[src/rtl/mc_axil_pkg.sv]
// Shared types for the MC-to-AXI4-Lite master bridge: response codes and
// the write/read channel state encodings.
package mc_axil_pkg;

  typedef enum logic [1:0] {
    RESP_OKAY   = 2'b00,
    RESP_EXOKAY = 2'b01,
    RESP_SLVERR = 2'b10,
    RESP_DECERR = 2'b11
  } axi_resp_e;

  typedef enum logic [2:0] {
    W_IDLE,
    W_ADDR,
    W_RESP,
    W_ERR,
    W_REL
  } w_state_e;

  typedef enum logic [2:0] {
    R_IDLE,
    R_ADDR,
    R_DATA,
    R_ERR,
    R_REL
  } r_state_e;

  // EXOKAY is meaningless for non-exclusive AXI4-Lite accesses, so it is an error too.
  function automatic logic resp_is_err(input logic [1:0] resp);
    return resp != RESP_OKAY;
  endfunction

endpackage

[src/rtl/mc_axil_master_if.sv]
// MC request/acknowledge port plus AXI4-Lite master port of the bridge.
// The master modport is the bridge's view; slave is the surrounding system.
interface mc_axil_master_if #(
  parameter int ADDR_WIDTH = 32,
  parameter int DATA_WIDTH = 32
);
  localparam int STRB_WIDTH = DATA_WIDTH / 8;

  logic                  MC_WREQ;
  logic [ADDR_WIDTH-1:0] MC_WADDR;
  logic [DATA_WIDTH-1:0] MC_WDATA;
  logic                  MC_WACK;
  logic                  MC_BACK;
  logic                  MC_WERROR;
  logic                  MC_RREQ;
  logic [ADDR_WIDTH-1:0] MC_RADDR;
  logic                  MC_RACK;
  logic [DATA_WIDTH-1:0] MC_RDATA;
  logic                  MC_RERROR;

  logic                  M_AXI_AWVALID;
  logic                  M_AXI_AWREADY;
  logic [ADDR_WIDTH-1:0] M_AXI_AWADDR;
  logic                  M_AXI_WVALID;
  logic                  M_AXI_WREADY;
  logic [DATA_WIDTH-1:0] M_AXI_WDATA;
  logic [STRB_WIDTH-1:0] M_AXI_WSTRB;
  logic                  M_AXI_BVALID;
  logic                  M_AXI_BREADY;
  logic [1:0]            M_AXI_BRESP;
  logic                  M_AXI_ARVALID;
  logic                  M_AXI_ARREADY;
  logic [ADDR_WIDTH-1:0] M_AXI_ARADDR;
  logic                  M_AXI_RVALID;
  logic                  M_AXI_RREADY;
  logic [DATA_WIDTH-1:0] M_AXI_RDATA;
  logic [1:0]            M_AXI_RRESP;

  modport master (
    input  MC_WREQ, MC_WADDR, MC_WDATA, MC_RREQ, MC_RADDR,
    output MC_WACK, MC_BACK, MC_WERROR, MC_RACK, MC_RDATA, MC_RERROR,
    output M_AXI_AWVALID, M_AXI_AWADDR, M_AXI_WVALID, M_AXI_WDATA, M_AXI_WSTRB,
    output M_AXI_BREADY, M_AXI_ARVALID, M_AXI_ARADDR, M_AXI_RREADY,
    input  M_AXI_AWREADY, M_AXI_WREADY, M_AXI_BVALID, M_AXI_BRESP,
    input  M_AXI_ARREADY, M_AXI_RVALID, M_AXI_RDATA, M_AXI_RRESP
  );

  modport slave (
    output MC_WREQ, MC_WADDR, MC_WDATA, MC_RREQ, MC_RADDR,
    input  MC_WACK, MC_BACK, MC_WERROR, MC_RACK, MC_RDATA, MC_RERROR,
    input  M_AXI_AWVALID, M_AXI_AWADDR, M_AXI_WVALID, M_AXI_WDATA, M_AXI_WSTRB,
    input  M_AXI_BREADY, M_AXI_ARVALID, M_AXI_ARADDR, M_AXI_RREADY,
    output M_AXI_AWREADY, M_AXI_WREADY, M_AXI_BVALID, M_AXI_BRESP,
    output M_AXI_ARREADY, M_AXI_RVALID, M_AXI_RDATA, M_AXI_RRESP
  );

endinterface

[src/rtl/mc_axil_rd_ch.sv]
// Read channel of the MC-to-AXI4-Lite bridge: one AR beat, one R beat,
// then wait for the MC request to drop before accepting another.
module mc_axil_rd_ch
  import mc_axil_pkg::*;
#(
  parameter int ADDR_WIDTH = 32,
  parameter int DATA_WIDTH = 32
) (
  input  logic                  clk,
  input  logic                  rst_n,
  input  logic                  rreq,
  input  logic [ADDR_WIDTH-1:0] raddr,
  output logic                  rack,
  output logic [DATA_WIDTH-1:0] rdata_o,
  output logic                  rerror,
  output logic                  arvalid,
  input  logic                  arready,
  output logic [ADDR_WIDTH-1:0] araddr,
  input  logic                  rvalid,
  output logic                  rready,
  input  logic [DATA_WIDTH-1:0] rdata_i,
  input  logic [1:0]            rresp
);
  localparam int LSB_BITS = $clog2(DATA_WIDTH / 8);

  r_state_e              r_state_q, r_state_d;
  logic                  arvalid_q, arvalid_d;
  logic                  rready_q, rready_d;
  logic                  rack_q, rack_d;
  logic                  rerror_q, rerror_d;
  logic [ADDR_WIDTH-1:0] araddr_q, araddr_d;
  logic [DATA_WIDTH-1:0] rdata_q, rdata_d;

  always_comb begin
    r_state_d = r_state_q;
    arvalid_d = arvalid_q;
    rready_d  = rready_q;
    rack_d    = 1'b0;
    rerror_d  = rerror_q;
    araddr_d  = araddr_q;
    rdata_d   = rdata_q;
    case (r_state_q)
      R_IDLE: begin
        if (rreq) begin
          araddr_d = raddr;
          if (raddr[LSB_BITS-1:0] != '0) begin
            r_state_d = R_ERR;
          end else begin
            arvalid_d = 1'b1;
            r_state_d = R_ADDR;
          end
        end
      end
      R_ADDR: begin
        if (arready) begin
          arvalid_d = 1'b0;
          rready_d  = 1'b1;
          r_state_d = R_DATA;
        end
      end
      R_DATA: begin
        if (rvalid) begin
          rready_d  = 1'b0;
          rack_d    = 1'b1;
          rdata_d   = rdata_i;
          rerror_d  = resp_is_err(rresp);
          r_state_d = R_REL;
        end
      end
      R_ERR: begin
        rack_d    = 1'b1;
        rdata_d   = '0;
        rerror_d  = 1'b1;
        r_state_d = R_REL;
      end
      R_REL: begin
        if (!rreq) r_state_d = R_IDLE;
      end
      default: r_state_d = R_IDLE;
    endcase
  end

  always_ff @(posedge clk or negedge rst_n) begin
    if (!rst_n) begin
      r_state_q <= R_IDLE;
      arvalid_q <= 1'b0;
      rready_q  <= 1'b0;
      rack_q    <= 1'b0;
      rerror_q  <= 1'b0;
      araddr_q  <= '0;
      rdata_q   <= '0;
    end else begin
      r_state_q <= r_state_d;
      arvalid_q <= arvalid_d;
      rready_q  <= rready_d;
      rack_q    <= rack_d;
      rerror_q  <= rerror_d;
      araddr_q  <= araddr_d;
      rdata_q   <= rdata_d;
    end
  end

  assign arvalid = arvalid_q;
  assign araddr  = araddr_q;
  assign rready  = rready_q;
  assign rack    = rack_q;
  assign rdata_o = rdata_q;
  assign rerror  = rerror_q;

endmodule

[src/rtl/mc_axil_master.sv]
// MC request/acknowledge to AXI4-Lite master bridge. The write FSM lives here;
// the independent read FSM is in mc_axil_rd_ch.
module mc_axil_master
  import mc_axil_pkg::*;
#(
  parameter int ADDR_WIDTH = 32,
  parameter int DATA_WIDTH = 32
) (
  input  logic               clk,
  input  logic               rst_n,
  mc_axil_master_if.master   bus
);
  localparam int STRB_WIDTH = DATA_WIDTH / 8;
  localparam int LSB_BITS   = $clog2(STRB_WIDTH);

  w_state_e              w_state_q, w_state_d;
  logic                  awvalid_q, awvalid_d;
  logic                  wvalid_q, wvalid_d;
  logic                  aw_done_q, aw_done_d;
  logic                  w_done_q, w_done_d;
  logic                  bready_q, bready_d;
  logic                  wack_q, wack_d;
  logic                  back_q, back_d;
  logic                  werror_q, werror_d;
  logic [ADDR_WIDTH-1:0] awaddr_q, awaddr_d;
  logic [DATA_WIDTH-1:0] wdata_q, wdata_d;
  logic                  aw_hs, w_hs;

  assign aw_hs = awvalid_q & bus.M_AXI_AWREADY;
  assign w_hs  = wvalid_q & bus.M_AXI_WREADY;

  // NOTE: every _d starts from its _q (pulses from 0) so no branch can infer a latch.
  always_comb begin
    w_state_d = w_state_q;
    awvalid_d = awvalid_q;
    wvalid_d  = wvalid_q;
    aw_done_d = aw_done_q;
    w_done_d  = w_done_q;
    bready_d  = bready_q;
    wack_d    = 1'b0;
    back_d    = 1'b0;
    werror_d  = werror_q;
    awaddr_d  = awaddr_q;
    wdata_d   = wdata_q;
    case (w_state_q)
      W_IDLE: begin
        if (bus.MC_WREQ) begin
          awaddr_d = bus.MC_WADDR;
          wdata_d  = bus.MC_WDATA;
          if (bus.MC_WADDR[LSB_BITS-1:0] != '0) begin
            wack_d    = 1'b1;
            w_state_d = W_ERR;
          end else begin
            awvalid_d = 1'b1;
            wvalid_d  = 1'b1;
            aw_done_d = 1'b0;
            w_done_d  = 1'b0;
            w_state_d = W_ADDR;
          end
        end
      end
      W_ADDR: begin
        // AW and W may complete in either order; each VALID falls only on its own handshake.
        if (aw_hs) begin
          awvalid_d = 1'b0;
          aw_done_d = 1'b1;
        end
        if (w_hs) begin
          wvalid_d = 1'b0;
          w_done_d = 1'b1;
        end
        if ((aw_done_q | aw_hs) && (w_done_q | w_hs)) begin
          wack_d    = 1'b1;
          bready_d  = 1'b1;
          w_state_d = W_RESP;
        end
      end
      W_RESP: begin
        if (bus.M_AXI_BVALID) begin
          bready_d  = 1'b0;
          back_d    = 1'b1;
          werror_d  = resp_is_err(bus.M_AXI_BRESP);
          w_state_d = W_REL;
        end
      end
      W_ERR: begin
        back_d    = 1'b1;
        werror_d  = 1'b1;
        w_state_d = W_REL;
      end
      W_REL: begin
        // The request is still high after BACK; wait for it to drop so it is not relaunched.
        if (!bus.MC_WREQ) w_state_d = W_IDLE;
      end
      default: w_state_d = W_IDLE;
    endcase
  end

  // NOTE: registers use non-blocking assignments so every flop samples pre-edge values.
  always_ff @(posedge clk or negedge rst_n) begin
    if (!rst_n) begin
      w_state_q <= W_IDLE;
      awvalid_q <= 1'b0;
      wvalid_q  <= 1'b0;
      aw_done_q <= 1'b0;
      w_done_q  <= 1'b0;
      bready_q  <= 1'b0;
      wack_q    <= 1'b0;
      back_q    <= 1'b0;
      werror_q  <= 1'b0;
      awaddr_q  <= '0;
      wdata_q   <= '0;
    end else begin
      w_state_q <= w_state_d;
      awvalid_q <= awvalid_d;
      wvalid_q  <= wvalid_d;
      aw_done_q <= aw_done_d;
      w_done_q  <= w_done_d;
      bready_q  <= bready_d;
      wack_q    <= wack_d;
      back_q    <= back_d;
      werror_q  <= werror_d;
      awaddr_q  <= awaddr_d;
      wdata_q   <= wdata_d;
    end
  end

  assign bus.M_AXI_AWVALID = awvalid_q;
  assign bus.M_AXI_AWADDR  = awaddr_q;
  assign bus.M_AXI_WVALID  = wvalid_q;
  assign bus.M_AXI_WDATA   = wdata_q;
  assign bus.M_AXI_WSTRB   = '1;
  assign bus.M_AXI_BREADY  = bready_q;
  assign bus.MC_WACK       = wack_q;
  assign bus.MC_BACK       = back_q;
  assign bus.MC_WERROR     = werror_q;

  logic                  rd_rack, rd_rerror, rd_arvalid, rd_rready;
  logic [DATA_WIDTH-1:0] rd_rdata;
  logic [ADDR_WIDTH-1:0] rd_araddr;

  mc_axil_rd_ch #(
    .ADDR_WIDTH (ADDR_WIDTH),
    .DATA_WIDTH (DATA_WIDTH)
  ) u_rd_ch (
    .clk     (clk),
    .rst_n   (rst_n),
    .rreq    (bus.MC_RREQ),
    .raddr   (bus.MC_RADDR),
    .rack    (rd_rack),
    .rdata_o (rd_rdata),
    .rerror  (rd_rerror),
    .arvalid (rd_arvalid),
    .arready (bus.M_AXI_ARREADY),
    .araddr  (rd_araddr),
    .rvalid  (bus.M_AXI_RVALID),
    .rready  (rd_rready),
    .rdata_i (bus.M_AXI_RDATA),
    .rresp   (bus.M_AXI_RRESP)
  );

  assign bus.MC_RACK       = rd_rack;
  assign bus.MC_RDATA      = rd_rdata;
  assign bus.MC_RERROR     = rd_rerror;
  assign bus.M_AXI_ARVALID = rd_arvalid;
  assign bus.M_AXI_ARADDR  = rd_araddr;
  assign bus.M_AXI_RREADY  = rd_rready;

endmodule

[src/flat_wrapper.sv]
// flat-port wrapper written by rule: the top's interface ports become plain ports
module mc_axil_master_flat import mc_axil_pkg::*;
#(
  parameter int ADDR_WIDTH = 32,
  parameter int DATA_WIDTH = 32
)
  (clk, rst_n, bus_MC_WREQ, bus_MC_WADDR, bus_MC_WDATA, bus_MC_RREQ, bus_MC_RADDR, bus_MC_WACK, bus_MC_BACK, bus_MC_WERROR, bus_MC_RACK, bus_MC_RDATA, bus_MC_RERROR, bus_M_AXI_AWVALID, bus_M_AXI_AWADDR, bus_M_AXI_WVALID, bus_M_AXI_WDATA, bus_M_AXI_WSTRB, bus_M_AXI_BREADY, bus_M_AXI_ARVALID, bus_M_AXI_ARADDR, bus_M_AXI_RREADY, bus_M_AXI_AWREADY, bus_M_AXI_WREADY, bus_M_AXI_BVALID, bus_M_AXI_BRESP, bus_M_AXI_ARREADY, bus_M_AXI_RVALID, bus_M_AXI_RDATA, bus_M_AXI_RRESP);
  mc_axil_master_if #(.ADDR_WIDTH(ADDR_WIDTH), .DATA_WIDTH(DATA_WIDTH)) bus_i ();
  input  logic clk;
  input  logic rst_n;
  input wire logic [$bits(bus_i.MC_WREQ)-1:0] bus_MC_WREQ;
  input wire logic [$bits(bus_i.MC_WADDR)-1:0] bus_MC_WADDR;
  input wire logic [$bits(bus_i.MC_WDATA)-1:0] bus_MC_WDATA;
  input wire logic [$bits(bus_i.MC_RREQ)-1:0] bus_MC_RREQ;
  input wire logic [$bits(bus_i.MC_RADDR)-1:0] bus_MC_RADDR;
  output wire logic [$bits(bus_i.MC_WACK)-1:0] bus_MC_WACK;
  output wire logic [$bits(bus_i.MC_BACK)-1:0] bus_MC_BACK;
  output wire logic [$bits(bus_i.MC_WERROR)-1:0] bus_MC_WERROR;
  output wire logic [$bits(bus_i.MC_RACK)-1:0] bus_MC_RACK;
  output wire logic [$bits(bus_i.MC_RDATA)-1:0] bus_MC_RDATA;
  output wire logic [$bits(bus_i.MC_RERROR)-1:0] bus_MC_RERROR;
  output wire logic [$bits(bus_i.M_AXI_AWVALID)-1:0] bus_M_AXI_AWVALID;
  output wire logic [$bits(bus_i.M_AXI_AWADDR)-1:0] bus_M_AXI_AWADDR;
  output wire logic [$bits(bus_i.M_AXI_WVALID)-1:0] bus_M_AXI_WVALID;
  output wire logic [$bits(bus_i.M_AXI_WDATA)-1:0] bus_M_AXI_WDATA;
  output wire logic [$bits(bus_i.M_AXI_WSTRB)-1:0] bus_M_AXI_WSTRB;
  output wire logic [$bits(bus_i.M_AXI_BREADY)-1:0] bus_M_AXI_BREADY;
  output wire logic [$bits(bus_i.M_AXI_ARVALID)-1:0] bus_M_AXI_ARVALID;
  output wire logic [$bits(bus_i.M_AXI_ARADDR)-1:0] bus_M_AXI_ARADDR;
  output wire logic [$bits(bus_i.M_AXI_RREADY)-1:0] bus_M_AXI_RREADY;
  input wire logic [$bits(bus_i.M_AXI_AWREADY)-1:0] bus_M_AXI_AWREADY;
  input wire logic [$bits(bus_i.M_AXI_WREADY)-1:0] bus_M_AXI_WREADY;
  input wire logic [$bits(bus_i.M_AXI_BVALID)-1:0] bus_M_AXI_BVALID;
  input wire logic [$bits(bus_i.M_AXI_BRESP)-1:0] bus_M_AXI_BRESP;
  input wire logic [$bits(bus_i.M_AXI_ARREADY)-1:0] bus_M_AXI_ARREADY;
  input wire logic [$bits(bus_i.M_AXI_RVALID)-1:0] bus_M_AXI_RVALID;
  input wire logic [$bits(bus_i.M_AXI_RDATA)-1:0] bus_M_AXI_RDATA;
  input wire logic [$bits(bus_i.M_AXI_RRESP)-1:0] bus_M_AXI_RRESP;
  assign bus_i.MC_WREQ = bus_MC_WREQ;
  assign bus_i.MC_WADDR = bus_MC_WADDR;
  assign bus_i.MC_WDATA = bus_MC_WDATA;
  assign bus_i.MC_RREQ = bus_MC_RREQ;
  assign bus_i.MC_RADDR = bus_MC_RADDR;
  assign bus_MC_WACK = bus_i.MC_WACK;
  assign bus_MC_BACK = bus_i.MC_BACK;
  assign bus_MC_WERROR = bus_i.MC_WERROR;
  assign bus_MC_RACK = bus_i.MC_RACK;
  assign bus_MC_RDATA = bus_i.MC_RDATA;
  assign bus_MC_RERROR = bus_i.MC_RERROR;
  assign bus_M_AXI_AWVALID = bus_i.M_AXI_AWVALID;
  assign bus_M_AXI_AWADDR = bus_i.M_AXI_AWADDR;
  assign bus_M_AXI_WVALID = bus_i.M_AXI_WVALID;
  assign bus_M_AXI_WDATA = bus_i.M_AXI_WDATA;
  assign bus_M_AXI_WSTRB = bus_i.M_AXI_WSTRB;
  assign bus_M_AXI_BREADY = bus_i.M_AXI_BREADY;
  assign bus_M_AXI_ARVALID = bus_i.M_AXI_ARVALID;
  assign bus_M_AXI_ARADDR = bus_i.M_AXI_ARADDR;
  assign bus_M_AXI_RREADY = bus_i.M_AXI_RREADY;
  assign bus_i.M_AXI_AWREADY = bus_M_AXI_AWREADY;
  assign bus_i.M_AXI_WREADY = bus_M_AXI_WREADY;
  assign bus_i.M_AXI_BVALID = bus_M_AXI_BVALID;
  assign bus_i.M_AXI_BRESP = bus_M_AXI_BRESP;
  assign bus_i.M_AXI_ARREADY = bus_M_AXI_ARREADY;
  assign bus_i.M_AXI_RVALID = bus_M_AXI_RVALID;
  assign bus_i.M_AXI_RDATA = bus_M_AXI_RDATA;
  assign bus_i.M_AXI_RRESP = bus_M_AXI_RRESP;
  mc_axil_master #(.ADDR_WIDTH(ADDR_WIDTH), .DATA_WIDTH(DATA_WIDTH)) u_core (.clk(clk), .rst_n(rst_n), .bus(bus_i));
endmodule
[config.mk]
export PLATFORM = sky130hd
export DESIGN_NAME = mc_axil_master_flat
export DESIGN_NICKNAME = d
export VERILOG_FILES = /design/src/rtl/mc_axil_pkg.sv /design/src/rtl/mc_axil_master_if.sv /design/src/rtl/mc_axil_rd_ch.sv /design/src/rtl/mc_axil_master.sv /design/src/flat_wrapper.sv
export SDC_FILE = /design/constraint.sdc
export NUM_CORES = 1
export LEC_CHECK = 0
export ABC_AREA = 1
export CORE_MARGIN = 2
export CORE_UTILIZATION = 41
export DETAILED_ROUTE_END_ITERATION = 8
export PLACE_DENSITY = 0.81
export SYNTH_ARGS = -nofsm -noshare
export SYNTH_HDL_FRONTEND = slang
export SYNTH_SLANG_ARGS = --single-unit
[constraint.sdc]
create_clock -name clk -period 1.4 [get_ports clk]
set_input_delay 0.21 -clock clk [delete_from_list [all_inputs] [get_ports clk]]
set_output_delay 0.21 -clock clk [all_outputs]
set_load 0.05 [all_outputs]
==> results by group, run 1 <==
Layout
  • Layout filler cell count: around 800
  • Ratio of cells with drive above 1 in the final layout: a little over a fifth
  • Area added between synthesis and finish: 86.5%
  • Commonest non-fill, non-tap cell in the layout: nand2_1
  • Final-stage net count: roughly 1.1k
  • Most frequent cells in the layout: nand2_1 (410), buf_12 (146), dfrtp_1 (143)

CTS
  • CTS buffer count: 17
  • Longest Clk Path Bufs: 2
  • CTS root buffer: clkbuf_16
  • Clock-pin slew on the worst setup and hold paths: around 0.060 ns
  • Setup bufs post-CTS: 0
  • CTS sink count: between 100 and 150
  • Clk_lat worst skew: roughly 0.4 ns
  • Htree depth: 4
  • CTS tree: done

Yosys
  • Ranking of synthesized cells by area: dfrtp_1 (63%), nand2_1 (27%), buf_6 (2.1%)
  • Netlist area before placement: about 5800 um^2
  • Synth Register Bits: between 100 and 150
  • Simple logic cell fraction of the synthesized area: between 20% and 30%
  • Area fraction in compound gates after synthesis: 1.11%
  • Post-synth cell types: 21
  • Top cell type's share of synthesized area: 63.4%
  • Seq/Total Area, Yosys: between 60% and 70%
  • Syn. warnings: 0
  • Yosys top cell by area: dfrtp_1
  • Post-synthesis xor/xnor area fraction: 0%
  • Largest family of logic cells by synthesized area: simple AND/OR/NAND/NOR gates
  • Post-synthesis mux area share: 0%
  • Adder-cell share of the synthesized area: 0%
  • Syn Inst Count: between 600 and 700
  • Synth Area per Inst: 8.85 um^2

Placement
  • DP Wirelength: roughly 14000 um
  • Global placement routability congestion: between 0.8 and 0.9
  • Count of input and output buffers: around 280

STA
  • Unrepaired setup endpoints after global routing: false
  • F_max: 0.759 GHz
  • Final worst-path cycle share: 94.1%
  • Final slew viol count: 0
  • Clock skew: between 0.005 and 0.006 ns
  • Fin Setup TNS: 0 ns
  • Final Critical Period: 1.32 ns
  • Final hold vios: 0
  • Count of final setup violators: 0

Routing
  • DRC viols: 0
  • Per-cell routed wire length: roughly 17 um
  • Post-route ant nets: 0
  • Final wirelength: between 15000 and 20000 um
  • Iteration-0 DRC Markers: between 300 and 400
  • Vias/cell: 4.78
  • Via count: approximately 5.4k
  • TritonRoute pass-1 iters: 4

Pwr
  • Leakage power total: between 5 and 6 nW
  • Pwr/cell area: just under 3000 nW/um^2
  • Peak supply drop: between 1.5 and 2 mV
  • Final Total Pwr: between 30 and 40 mW

Global route
  • GRT overflow: 0
  • Vias in the first global route: approximately 5.7k
  • First-pass GRT wire length: between 20000 and 30000 um
  • Initial antenna violation count: 1
  • Gr usage total: 25.3%
  • Pin count of the biggest net entering global routing: 66

Floorplan
  • Die Height: 123 um
  • Initial Utilization: about two fifths
  • Site row count: 43
  • Die width: approximately 120 um
  • Core Footprint: 13800 um^2
  • IO Pins: between 200 and 300
  • Die Area: about 15000 um^2

Setup path
  • CP Capture Type: flip-flop
  • WS Path Type: reg2reg
  • Crit-path max FO: 65
  • CP Data Arrival Time: between 1.5 and 2 ns
  • Worst setup SP type: flip-flop
  • Flop2flop setup slack: 0.08 ns
  • Data required time of the worst path: around 1.7 ns
  • Critical R2R Launch: u_core.w_state_q[2]
  • Worst R2R End: u_core.bus.M_AXI_WDATA[10]
  • R2R depth: 5

Run
  • Max Cap Violations: 0

Run status
  • Status: complete, no violations

Hold path
  • Worst hold path class: in2async
sequential cells by signal, summed over array words and instances, names as in the netlist:
name / cells
u_core.u_rd_ch.araddr: 32
u_core.bus.M_AXI_WVALID: 1
u_core.u_rd_ch.arvalid: 1
u_core.bus.M_AXI_AWADDR: 32
u_core.bus.M_AXI_WDATA: 32
u_core.w_done_q: 1
u_core.bus.MC_WACK: 1
u_core.bus.MC_BACK: 1
u_core.u_rd_ch.r_state_q: 3
u_core.w_state_q: 3
u_core.bus.M_AXI_BREADY: 1
u_core.aw_done_q: 1
u_core.bus.MC_WERROR: 1
u_core.u_rd_ch.rready: 1
u_core.u_rd_ch.rack: 1
u_core.bus.M_AXI_AWVALID: 1
u_core.u_rd_ch.rerror: 1
u_core.u_rd_ch.rdata_o: 32
layout make-up:
type	instances	area (um^2)	share of cell area [%]
well taps	180	225	2.10
clock inverters	5	53.8	0.501
clock buffers	24	492	4.58
inverters	20	85.1	0.792
flip-flops and latches	146	3660	34.0
repair buffers	298	4420	41.1
diodes	1	2.50	0.0233
multi-input cells	458	1810	16.9
worst max path at each step:
stage                                      startpoint  cells after the start  slack [ns]                         end
after global placement                    bus_MC_RREQ                      6       -0.05      u_core.u_rd_ch.arvalid
after CTS                         u_core.w_state_q[2]                      6        0.01  u_core.bus.M_AXI_WDATA[25]
final                             u_core.w_state_q[2]                      5        0.08  u_core.bus.M_AXI_WDATA[10]
after global routing      u_core.u_rd_ch.r_state_q[2]                      7        0.01    u_core.u_rd_ch.araddr[9]
after floorplan           u_core.u_rd_ch.r_state_q[2]                      7        0.13   u_core.u_rd_ch.araddr[10]
after detailed placement                  bus_MC_RREQ                      7       -0.11   u_core.u_rd_ch.araddr[28]
cells in the mapped netlist:
cell type,instances
nand3_1,12
nor3_4,1
inv_4,1
buf_2,7
buf_6,11
o21ai_0,8
clkbuf_1,2
nor2_4,1
nand4_1,2
inv_1,15
dfrtp_1,146
buf_4,10
nor2_1,7
a21oi_1,3
nand2_2,6
nand2_1,410
inv_2,4
a21oi_2,1
or2_2,1
nor2_2,2
conb_1,1
timing repair:
action | CTS | global route
hold buffers | 1 | 0
resized for setup | 0 | 7
endpoints found under the setup margin | 0 | 73
endpoints found under the hold margin | 35 | 0
routing by layer:
metal  wire length, um  track usage (%)  vias up  share of wire (%)
met4               702             12.9        0                3.8
li1                  -                -     2540                  -
met2              9620             44.9      248                 51
met3              1920             10.3       51                 10
met5                 0                0        -                  0
met1              6470             25.5     2570                 35
critical path, stage by stage (launching register included):
cell     delay [ns]
dfrtp_1        0.44
nor2_4         0.16
nand3_2        0.14
buf_12         0.24
nand2_1        0.12
nand2_1        0.08
where the power goes:
group | internal [mW] | switching [mW]
logic | 8.40 | 10.1
clock network | 2.60 | 1.64
registers | 6.16 | 2.14
total | 17.2 | 13.8
through the flow:
stage               instances  area (um^2)  setup slack (ns)  hold slack (ns)  util (%)
floorplan                 654         5770             0.125          -0.0856         -
global placement         1101        10200           -0.0495            0.153      73.5
detailed placement       1101        10200            -0.106            0.158      73.5
CTS                      1131        10700            0.0106            0.282      77.6
global route             1132        10700            0.0106            0.307      77.7
finish                   1132        10700            0.0825            0.283      77.7
logic make-up (layout without fill, tap and decap cells):
family / count (synthesis) / in the layout
and+or+nand+nor: 442 / 442
DFF: 146 / 146
buffers and inverters: 50 / 347
AOI/OAI and AO/OA: 12 / 12
other: 1 / 5
Note: power is estimated with default switching activity, not from simulation.
==> run 2, diff against run 1 <==
Settings changed: CORE_ASPECT_RATIO from default to 1.75.
==> results by group, run 2 (synthesis results as in run 1) <==
Run status
  • Status: complete, no violations

Routing
  • DRC viols: 0
  • Via count: ~5.4k
  • Vias/cell: between 4 and 5
  • Per-cell routed wire length: between 15 and 20 um
  • Final wirelength: between 15000 and 20000 um
  • Iteration-0 DRC Markers: slightly below 200
  • Post-route ant nets: 0
  • TritonRoute pass-1 iters: 4

Pwr
  • Switching part of the total: about 45%
  • Pwr/cell area: about 2900 nW/um^2
  • Clock power frac: between 10% and 20%
  • Sequential power share: between 20% and 30%
  • Leakage power total: ~5.4 nW
  • Int Pwr: between 15 and 20 mW
  • Peak supply drop: 1.39 mV
  • Comb pwr share: around three fifths
  • Psw: 14.0 mW

Global route
  • First-pass GRT wire length: between 20000 and 30000 um
  • GRT overflow: 0
  • Pin count of the biggest net entering global routing: 73
  • Gr usage total: approximately a quarter
  • Initial antenna violation count: 1
  • Vias in the first global route: around 5.7k

Floorplan
  • Die Area: between 15000 and 20000 um^2
  • Die Height: 161 um
  • Core Footprint: around 14000 um^2
  • Die width: between 90 and 100 um
  • Site row count: 57
  • IO Pins: 283
  • Initial Utilization: between 40% and 50%

Placement
  • Global placement routability congestion: approximately 0.88
  • Post-DP Area: approximately 10000 um^2
  • DP Wirelength: roughly 14000 um
  • Place WS: -0.186 ns
  • Count of input and output buffers: approximately 280

Layout
  • Commonest non-fill, non-tap cell in the layout: nand2_1
  • Final instance area: about 11000 um^2
  • Most frequent cells in the layout: nand2_1 (410), dfrtp_1 (145), buf_12 (144)
  • Ratio of cells with drive above 1 in the final layout: 22.2%
  • Area added between synthesis and finish: 87.2%
  • Final-stage net count: 1086

STA
  • Count of final setup violators: 0
  • Fin Setup TNS: 0 ns
  • Final hold vios: 0
  • Final worst-path cycle share: approximately 95%
  • Final Critical Period: approximately 1.3 ns
  • Clock skew: roughly 0.014 ns
  • Final slew viol count: 0
  • Setup ws final: between 0.07 and 0.08 ns
  • WHS: ~0.33 ns
  • F_max: ~0.75 GHz
  • Unrepaired setup endpoints after global routing: false

Setup path
  • Critical Path Max Stage Delay: approximately 0.40 ns
  • CP Data Arrival Time: about 1.6 ns
  • Top Family by Delay on Critical Path: buffers and inverters
  • CP dominant cell by count: nand2_1
  • Data required time of the worst path: approximately 1.7 ns
  • Crit-path max FO: 33
  • Slowest stage cell on the critical path: dfrtp_1
  • WS Path Type: reg2reg
  • CP Capture Type: flip-flop
  • CP Cell Sequence: inv_2, nand2_2, nor3_4, buf_4, inv_6, nand2_1, nand2_1
  • Worst setup SP type: flip-flop
  • Crit path buf inv count: 3

Hold path
  • Worst hold path class: in2reg

CTS
  • CTS root buffer: clkbuf_16
  • CTS tree: done
  • Clock-pin slew on the worst setup and hold paths: around 0.070 ns
  • Clk_lat worst skew: 0.42 ns
  • Longest Clk Path Bufs: 2
  • Htree depth: 4
  • CTS buffer count: 17
  • CTS sink count: ~150

Run
  • Max Cap Violations: 0
run 2: path summary, 6_finish.rpt:
check | startpoint | depth (start not counted) | to | slack [ns]
max | u_core.u_rd_ch.r_state_q[2] | 7 | u_core.u_rd_ch.araddr[6] | 0.07
min | bus_M_AXI_RDATA[2] | 3 | u_core.u_rd_ch.rdata_o[2] | 0.33
max reg2reg | u_core.u_rd_ch.r_state_q[2] | 7 | u_core.u_rd_ch.araddr[6] | 0.07
min reg2reg | u_core.u_rd_ch.rdata_o[23] | 2 | u_core.u_rd_ch.rdata_o[23] | 0.53
max in group asynchronous | rst_n | 3 | u_core.u_rd_ch.rdata_o[15] | 0.69
min in group asynchronous | rst_n | 3 | u_core.bus.M_AXI_WDATA[4] | 0.35
run 2: final cells by class:
class	instances	area [um^2]
diodes	1	2.50
clock buffers	18	439
clock inverters	13	151
fillers	818	3050
inverters	20	80.1
multi-input cells	458	1810
flip-flops and latches	146	3650
well taps	177	221
repair buffers	302	4430
run 2: worst min-delay path, cell delays in order:
cell and delay, ns:
clkdlybuf4s50_1 0.39, nand2_1 0.06, nand2_1 0.04
run 2: metal layers:
layer / global-route usage (%) / share of wire [%] / wire length (um)
met1: 24.8 / 32 / 5980
met2: 47.6 / 57 / 10500
met3: 8.11 / 7.4 / 1380
met5: 0 / 0 / 0
met4: 9.55 / 3.4 / 621
run 2: what timing repair did:
| action | in CTS | in global routing |
|---|---|---|
| pin swaps | 0 | 1 |
| gates resized for setup | 1 | 3 |
| hold buffers | 1 | 0 |
| setup endpoints to repair | 1 | 44 |
| buffers inserted | 0 | 1 |
| endpoints found under the hold margin | 146 | 0 |
| cloned | 0 | 0 |
run 2: metrics by stage:
| step | total power, mW | utilization (%) | cells |
|---|---|---|---|
| after floorplan | 16.6 | - | 654 |
| after detailed placement | 26.8 | 73.5 | 1101 |
| after global placement | 26.4 | 73.5 | 1101 |
| after global routing | 32.7 | 78.0 | 1135 |
| final | 31.3 | 78.0 | 1135 |
| after CTS | 31.5 | 77.8 | 1133 |
run 2: power groups by stage:
stage	clock network [mW]	registers, mW	logic (mW)
after global routing	4.85	8.48	19.4
after global placement	0	8.17	18.2
after CTS	4.63	8.27	18.6
after floorplan	0	13.5	3.15
after detailed placement	0	8.29	18.5
final	4.56	8.27	18.5
